### src/rtl/fifo_drain_arb_pkg.sv
// Shared types and default sizing for the FIFO drain arbiter.
// Imported by the interface, the picker and the top.
package fifo_arb_pkg;

   typedef enum logic {
      IDLE,
      BURST
   } state_t;

   localparam int N_REQ_DEF     = 4;
   localparam int DATA_W_DEF    = 32;
   localparam int BURST_MAX_DEF = 4;
   localparam int SRC_W_DEF     = 2;

   // Index after i in a ring of n slots.
   function automatic int ring_next(int i, int n);
      return (i + 1 >= n) ? 0 : i + 1;
   endfunction

endpackage

### src/rtl/fifo_drain_arb_if.sv
// Downstream valid/ready stream of the drain arbiter.
// Each word carries the index of the FIFO it came from.
interface fifo_drain_arb_if
   import fifo_arb_pkg::*;
#(
   parameter int DATA_W = DATA_W_DEF,
   parameter int SRC_W  = SRC_W_DEF
);

   logic              out_valid;
   logic              out_ready;
   logic [DATA_W-1:0] out_data;
   logic [SRC_W-1:0]  out_src;

   modport master (
      output out_valid,
      output out_data,
      output out_src,
      input  out_ready
   );

   modport slave (
      input  out_valid,
      input  out_data,
      input  out_src,
      output out_ready
   );

endinterface

### src/rtl/fifo_drain_arb_rr_pick.sv
// Rotate-priority selector: first set request at or after ptr.
// Purely combinational; ptr is assumed to be below N_REQ.
module rr_pick
   import fifo_arb_pkg::*;
#(
   parameter int N_REQ = N_REQ_DEF,
   parameter int SRC_W = SRC_W_DEF
) (
   input  logic [N_REQ-1:0] req,
   input  logic [SRC_W-1:0] ptr,
   output logic [SRC_W-1:0] idx,
   output logic             any
);

   function automatic logic [SRC_W-1:0] slot(
      logic [SRC_W-1:0] p,
      int               k
   );
      return SRC_W'((int'(p) + k) % N_REQ);
   endfunction

   // Walk offsets high to low so the nearest request wins.
   always_comb begin
      idx = '0;
      any = 1'b0;
      for (int k = N_REQ - 1; k >= 0; k--) begin
         if (req[slot(ptr, k)]) begin
            idx = slot(ptr, k);
            any = 1'b1;
         end
      end
   end

endmodule

### src/rtl/fifo_drain_arb.sv
// Round-robin read scheduler draining N async FIFOs into one
// tagged valid/ready stream through a 2-entry output buffer.
module fifo_drain_arb
   import fifo_arb_pkg::*;
#(
   parameter int N_REQ     = N_REQ_DEF,
   parameter int DATA_W    = DATA_W_DEF,
   parameter int BURST_MAX = BURST_MAX_DEF,
   parameter int SRC_W     = SRC_W_DEF
) (
   input  logic                      clk,
   input  logic                      rst_n,
   input  logic [N_REQ-1:0]          fifo_empty,
   output logic [N_REQ-1:0]          fifo_rd_en,
   input  logic [N_REQ*DATA_W-1:0]   fifo_rd_data,
   fifo_drain_arb_if.master          ob,
   output logic                      busy
);

   localparam logic [3:0] BMAX = 4'(BURST_MAX);

   state_t             state;
   logic [SRC_W-1:0]   grant;
   logic [SRC_W-1:0]   rr_ptr;
   logic [3:0]         burst_cnt;

   logic               inflight;
   logic [SRC_W-1:0]   inflight_src;

   logic [DATA_W-1:0]  buf_data [2];
   logic [SRC_W-1:0]   buf_src  [2];
   logic               wr_ptr;
   logic               rd_ptr;
   logic [1:0]         buf_cnt;

   logic [N_REQ-1:0]   req;
   logic [SRC_W-1:0]   pick_idx;
   logic               pick_any;
   logic [SRC_W-1:0]   nxt_ptr;
   logic               pop;
   logic               room;
   logic               can_issue;
   logic [DATA_W-1:0]  cap_word;

   assign req = ~fifo_empty;

   rr_pick #(
      .N_REQ (N_REQ),
      .SRC_W (SRC_W)
   ) u_pick (
      .req (req),
      .ptr (rr_ptr),
      .idx (pick_idx),
      .any (pick_any)
   );

   assign nxt_ptr = SRC_W'(ring_next(int'(grant), N_REQ));

   assign pop = ob.out_valid && ob.out_ready;

   // Occupancy after this cycle's pop must leave a slot for the new read.
   assign room = ({1'b0, buf_cnt}
                + {2'b00, inflight}
                - {2'b00, pop}) < 3'd2;

   assign can_issue = (state == BURST)
                   && !fifo_empty[grant]
                   && room
                   && (burst_cnt < BMAX);

   always_comb begin
      fifo_rd_en = '0;
      if (can_issue) fifo_rd_en[grant] = 1'b1;
   end

   assign cap_word =
      fifo_rd_data[int'(inflight_src) * DATA_W +: DATA_W];

   always_ff @(posedge clk or negedge rst_n) begin
      if (!rst_n) begin
         state     <= IDLE;
         grant     <= '0;
         rr_ptr    <= '0;
         burst_cnt <= '0;
      end else begin
         unique case (state)
            IDLE: begin
               if (pick_any) begin
                  grant     <= pick_idx;
                  burst_cnt <= '0;
                  state     <= BURST;
               end
            end
            BURST: begin
               if (can_issue && burst_cnt < BMAX)
                  burst_cnt <= burst_cnt + 4'd1;
               // Stalled cycles neither read nor spend budget.
               if (fifo_empty[grant]
                   || (can_issue && burst_cnt == BMAX - 4'd1)) begin
                  rr_ptr <= nxt_ptr;
                  state  <= IDLE;
               end
            end
         endcase
      end
   end

   always_ff @(posedge clk or negedge rst_n) begin
      if (!rst_n) begin
         inflight     <= 1'b0;
         inflight_src <= '0;
         wr_ptr       <= 1'b0;
         rd_ptr       <= 1'b0;
         buf_cnt      <= 2'd0;
         for (int i = 0; i < 2; i++) begin
            buf_data[i] <= '0;
            buf_src[i]  <= '0;
         end
      end else begin
         inflight <= can_issue;
         if (can_issue) inflight_src <= grant;
         if (inflight) begin
            buf_data[wr_ptr] <= cap_word;
            buf_src[wr_ptr]  <= inflight_src;
            wr_ptr           <= ~wr_ptr;
         end
         if (pop) rd_ptr <= ~rd_ptr;
         unique case (1'b1)
            inflight && !pop: buf_cnt <= buf_cnt + 2'd1;
            pop && !inflight: buf_cnt <= buf_cnt - 2'd1;
            default:          buf_cnt <= buf_cnt;
         endcase
      end
   end

   assign ob.out_valid = (buf_cnt != 2'd0);
   assign ob.out_data  = buf_data[rd_ptr];
   assign ob.out_src   = buf_src[rd_ptr];

   assign busy = (state == BURST) || inflight || (buf_cnt != 2'd0);

endmodule

### src/flat_wrapper.sv
// flat-port wrapper written by rule: the top's interface ports become plain ports
module fifo_drain_arb_flat import fifo_arb_pkg::*;
#(
   parameter int N_REQ     = N_REQ_DEF,
   parameter int DATA_W    = DATA_W_DEF,
   parameter int BURST_MAX = BURST_MAX_DEF,
   parameter int SRC_W     = SRC_W_DEF
)
  (clk, rst_n, fifo_empty, fifo_rd_en, fifo_rd_data, busy, ob_out_valid, ob_out_data, ob_out_src, ob_out_ready);
  fifo_drain_arb_if #(.DATA_W(DATA_W), .SRC_W(SRC_W)) ob_i ();
  input  logic clk;
  input  logic rst_n;
  input  logic [N_REQ-1:0] fifo_empty;
  output logic [N_REQ-1:0] fifo_rd_en;
  input  logic [N_REQ*DATA_W-1:0] fifo_rd_data;
  output logic busy;
  output wire logic [$bits(ob_i.out_valid)-1:0] ob_out_valid;
  output wire logic [$bits(ob_i.out_data)-1:0] ob_out_data;
  output wire logic [$bits(ob_i.out_src)-1:0] ob_out_src;
  input wire logic [$bits(ob_i.out_ready)-1:0] ob_out_ready;
  assign ob_out_valid = ob_i.out_valid;
  assign ob_out_data = ob_i.out_data;
  assign ob_out_src = ob_i.out_src;
  assign ob_i.out_ready = ob_out_ready;
  fifo_drain_arb #(.N_REQ(N_REQ), .DATA_W(DATA_W), .BURST_MAX(BURST_MAX), .SRC_W(SRC_W)) u_core (.clk(clk), .rst_n(rst_n), .fifo_empty(fifo_empty), .fifo_rd_en(fifo_rd_en), .fifo_rd_data(fifo_rd_data), .ob(ob_i), .busy(busy));
endmodule
### config.mk
export PLATFORM = sky130hd
export DESIGN_NAME = fifo_drain_arb_flat
export DESIGN_NICKNAME = d
export VERILOG_FILES = /design/src/rtl/fifo_drain_arb_pkg.sv /design/src/rtl/fifo_drain_arb_if.sv /design/src/rtl/fifo_drain_arb_rr_pick.sv /design/src/rtl/fifo_drain_arb.sv /design/src/flat_wrapper.sv
export SDC_FILE = /design/constraint.sdc
export NUM_CORES = 1
export LEC_CHECK = 0
export CORE_ASPECT_RATIO = 1.2
export CORE_MARGIN = 2
export CORE_UTILIZATION = 48
export CTS_CLUSTER_DIAMETER = 60
export DETAILED_ROUTE_END_ITERATION = 10
export PLACE_DENSITY = 0.86
export REMOVE_ABC_BUFFERS = 1
export SLEW_MARGIN = 20
export SYNTH_ARGS = -nofsm -noshare
export SYNTH_HDL_FRONTEND = slang
export SYNTH_HIERARCHICAL = 1
export SYNTH_SLANG_ARGS = --single-unit
export TNS_END_PERCENT = 1
### constraint.sdc
create_clock -name clk -period 7.85 [get_ports clk]
set_input_delay 1.57 -clock clk [delete_from_list [all_inputs] [get_ports clk]]
set_output_delay 1.57 -clock clk [all_outputs]
set_load 0.005 [all_outputs]
==> metrics.csv <==
stage;metric;value;unit
sta;finalSetupViolCount;0;
routing;avgViaCountPerCell;5.364;
cts;cts_setup_buffers;0;
sta;finalHoldViolations;0;
cts;cts_tree;done;
power;seqPwrFrac;0.334;
setup_path;cp.required;6.28;ns
grt;grt_pass1_vias;3659;
run;drv_cap;0;
layout;diodes;0;
placement;routabilityCongestion;0.8904;
placement;dpl.cell_count;591;
grt;grt_use_total;0.2133;
grt;grt_pass1_wl;17480;µm
cts;cts.htree.levels;3;
placement;dp_slack;1.837;ns
setup_path;arrival;4.44;ns
layout;layout-drive-gt1-share;0.3492;
logic_synthesis;ys_ff_latch;84;
logic_synthesis;ys_warn_count;6;
power;p_clk_frac;0.179;
routing;wl_per_cell;17.43;µm
logic_synthesis;synthCells;312;
layout;final_common_cell;clkdlybuf4s50_1;
sta;finalCriticalPeriod;6.007;ns
sta;slew_headroom;0.2898;
power;pwr-share-comb;0.487;
routing;ant_nets;0;
setup_path;cpMostUsedCell;clkdlybuf4s50_1;
placement;dp_hpwl;7825;µm
setup_path;cp_max_fo;10;
sta;tns;0;ns
power;p_leak;2.706;nW
logic_synthesis;ys.flop_type;dfrtp_1;
logic_synthesis;synth_top_area_share;0.4576;
cts;cts_sinks;84;
cts;cts_resized;0;
layout;stdcell_count;607;
sta;max_freq;0.1665;GHz
cts;cts_root_buf;clkbuf_16;
routing;drtIter0Drc;70;
layout;fin_util;0.7190;
grt;grt_remaining_overflow;0;
setup_path;critPathSlowestCell;clkdlybuf4s50_1;
layout;synthToLayoutAreaGrowth;47.43;%
routing;route.vias.total;3256;
layout;final_cell_mix;clkdlybuf4s50_1 (173), mux2_2 (106), dfrtp_1 (82);
power;irDropWorstVdd;0.2343;mV
setup_path;critPathLaunchType;input pin;
sta;fin_crit_sh;0.7652;
die;initial_utilization;0.4877;
power;internal_power;1.771;mW
routing;drc_errors;0;
die;ios;175;
setup_path;critPathTopFamily;simple AND/OR/NAND/NOR gates;
logic_synthesis;synth.distinct_cells;31;
sta;holdWs;0.4989;ns
hold_path;hold_path.class;flop to flop;
sta;grt_setup_unrepaired;no;
cts;clkLatencyLatePin;0.32;ns
power;p_per_area;373.6;mW/mm²
routing;routed_wl;10580;µm
cts;hold_buffers;0;
setup_path;crit_cells;10;
logic_synthesis;yosys.area.top_type;dfrtp_1;
die;row_count;39;
setup_path;end_kind;output port;
logic_synthesis;synth_area;0.004593;mm²
logic_synthesis;yosys-top-cells-area;dfrtp_1 (46%), mux2_2 (26%), mux4_2 (16%);
grt;antenna_found_initial;0;
die;fp.dieW;93.30;µm
cts;numCtsBuffers;9;
sta;slew_violations;0;
cts;cts_buffer_depth;2;
sta;fin_skew;0.003722;ns
sta;tightest_slew;1.063;ns
outcome;status;finished clean;
hold_path;hold_path_depth;1;
placement;port_buffers;174;
logic_synthesis;async_flop_share;1.000;
power;switching_share;0.3000;
routing;firstDrtPassIters;4;
power;switching_power;0.7589;mW
die;die_area;0.01037;mm²
die;die_y;111.2;µm
cts;clk_pin_slew_worst_paths;0.06;ns
setup_path;r2r_cells;9;
die;core;0.009418;mm²
sta;fin_ws;1.843;ns
grt;grt_max_degree;85;
logic_synthesis;syn_avg_cell_area;14.72;µm²
setup_path;path_buf_inv;2;
logic_synthesis;seq_area_frac_synth;0.4576;
layout;fin_nets;620;
setup_path;crit_type;input pin to output port;
logic_synthesis;synth-edff-count;0;
setup_path;crit_chain;clkdlybuf4s50_1 -> nand2_1 -> nor2_1 -> a21oi_1 -> nand2b_1 -> fa_1 -> nand4bb_1 -> nor3_4 -> and2_2 -> clkdlybuf4s50_1;
setup_path;critical_path.max_stage_delay;0.53;ns
## final timing paths
check | endpoint | startpoint | slack, ns
max | fifo_rd_en[3] | ob_out_ready | 1.84
min reg2reg | u_core/buf_data[43] | u_core/buf_data[43] | 0.50
max in group asynchronous | u_core/rd_ptr | rst_n | 5.98
min in group asynchronous | u_core/buf_data[17] | rst_n | 1.27
max reg2reg | u_core/rr_ptr[0] | u_core/buf_cnt[1] | 5.23
min | u_core/buf_data[43] | u_core/buf_data[43] | 0.50
## routing by layer
metal	share of wire	up-vias	global-route usage
li1	-	1500	-
met4	0.013	0	0.06275
met5	0	-	0
met3	0.067	15	0.04895
met2	0.54	106	0.3775
met1	0.38	1635	0.2567
## power by group through the flow
stage | combinational, mW | clock [mW] | sequential, mW
6_report | 1.23 | 0.452 | 0.845
5_1_grt | 1.32 | 0.483 | 0.883
4_1_cts | 1.25 | 0.463 | 0.847
3_5_place_dp | 1.24 | 0 | 0.854
3_3_place_gp | 1.18 | 0 | 0.858
2_1_floorplan | 0.721 | 0 | 0.812
## registers in the layout, indices dropped and copies added (netlist names)
signal               flops
u_core/buf_cnt           2
u_core/buf_data         64
u_core/buf_src           4
u_core/burst_cnt         4
u_core/grant             2
u_core/inflight          1
u_core/inflight_src      2
u_core/rd_ptr            1
u_core/rr_ptr            2
u_core/state             1
u_core/wr_ptr            1
## cells by family (layout without fill, tap and decap cells)
group,Yosys count,after routing,synth area share
compound gates,12,12,0.01743
simple gates,36,36,0.04631
fa+ha+maj,6,6,0.01798
buf+inv,28,200,0.02506
xor+xnor,5,5,0.009536
flops,84,84,0.4576
mux,141,141,0.4260
## cell usage after synthesis (4+ instances only)
cell type	count
mux2_2	106
dfrtp_1	84
mux4_2	33
buf_2	8
inv_1	8
nor2_1	8
clkbuf_1	7
nand2_1	7
buf_1	5
ha_1	5
a21oi_1	4
and2_2	4
nand2b_1	4
## cell type report
| class | count | area, µm² |
|---|---|---|
| repair buffers | 176 | 1770 |
| inverters | 8 | 30.03 |
| clock buffers | 11 | 242.7 |
| clock inverters | 5 | 83.83 |
| flip-flops and latches | 84 | 2105 |
| fillers | 665 | 2646 |
| well taps | 123 | 153.9 |
| multi-input cells | 200 | 2386 |
## stage by stage
step	cell area (µm²)	total power [mW]
floorplan	4508	1.533
global placement	6421	2.033
detailed placement	6441	2.095
CTS	6768	2.559
global route	6771	2.691
finish	6771	2.530
No activity file was read; power rests on OpenSTA's default activity.
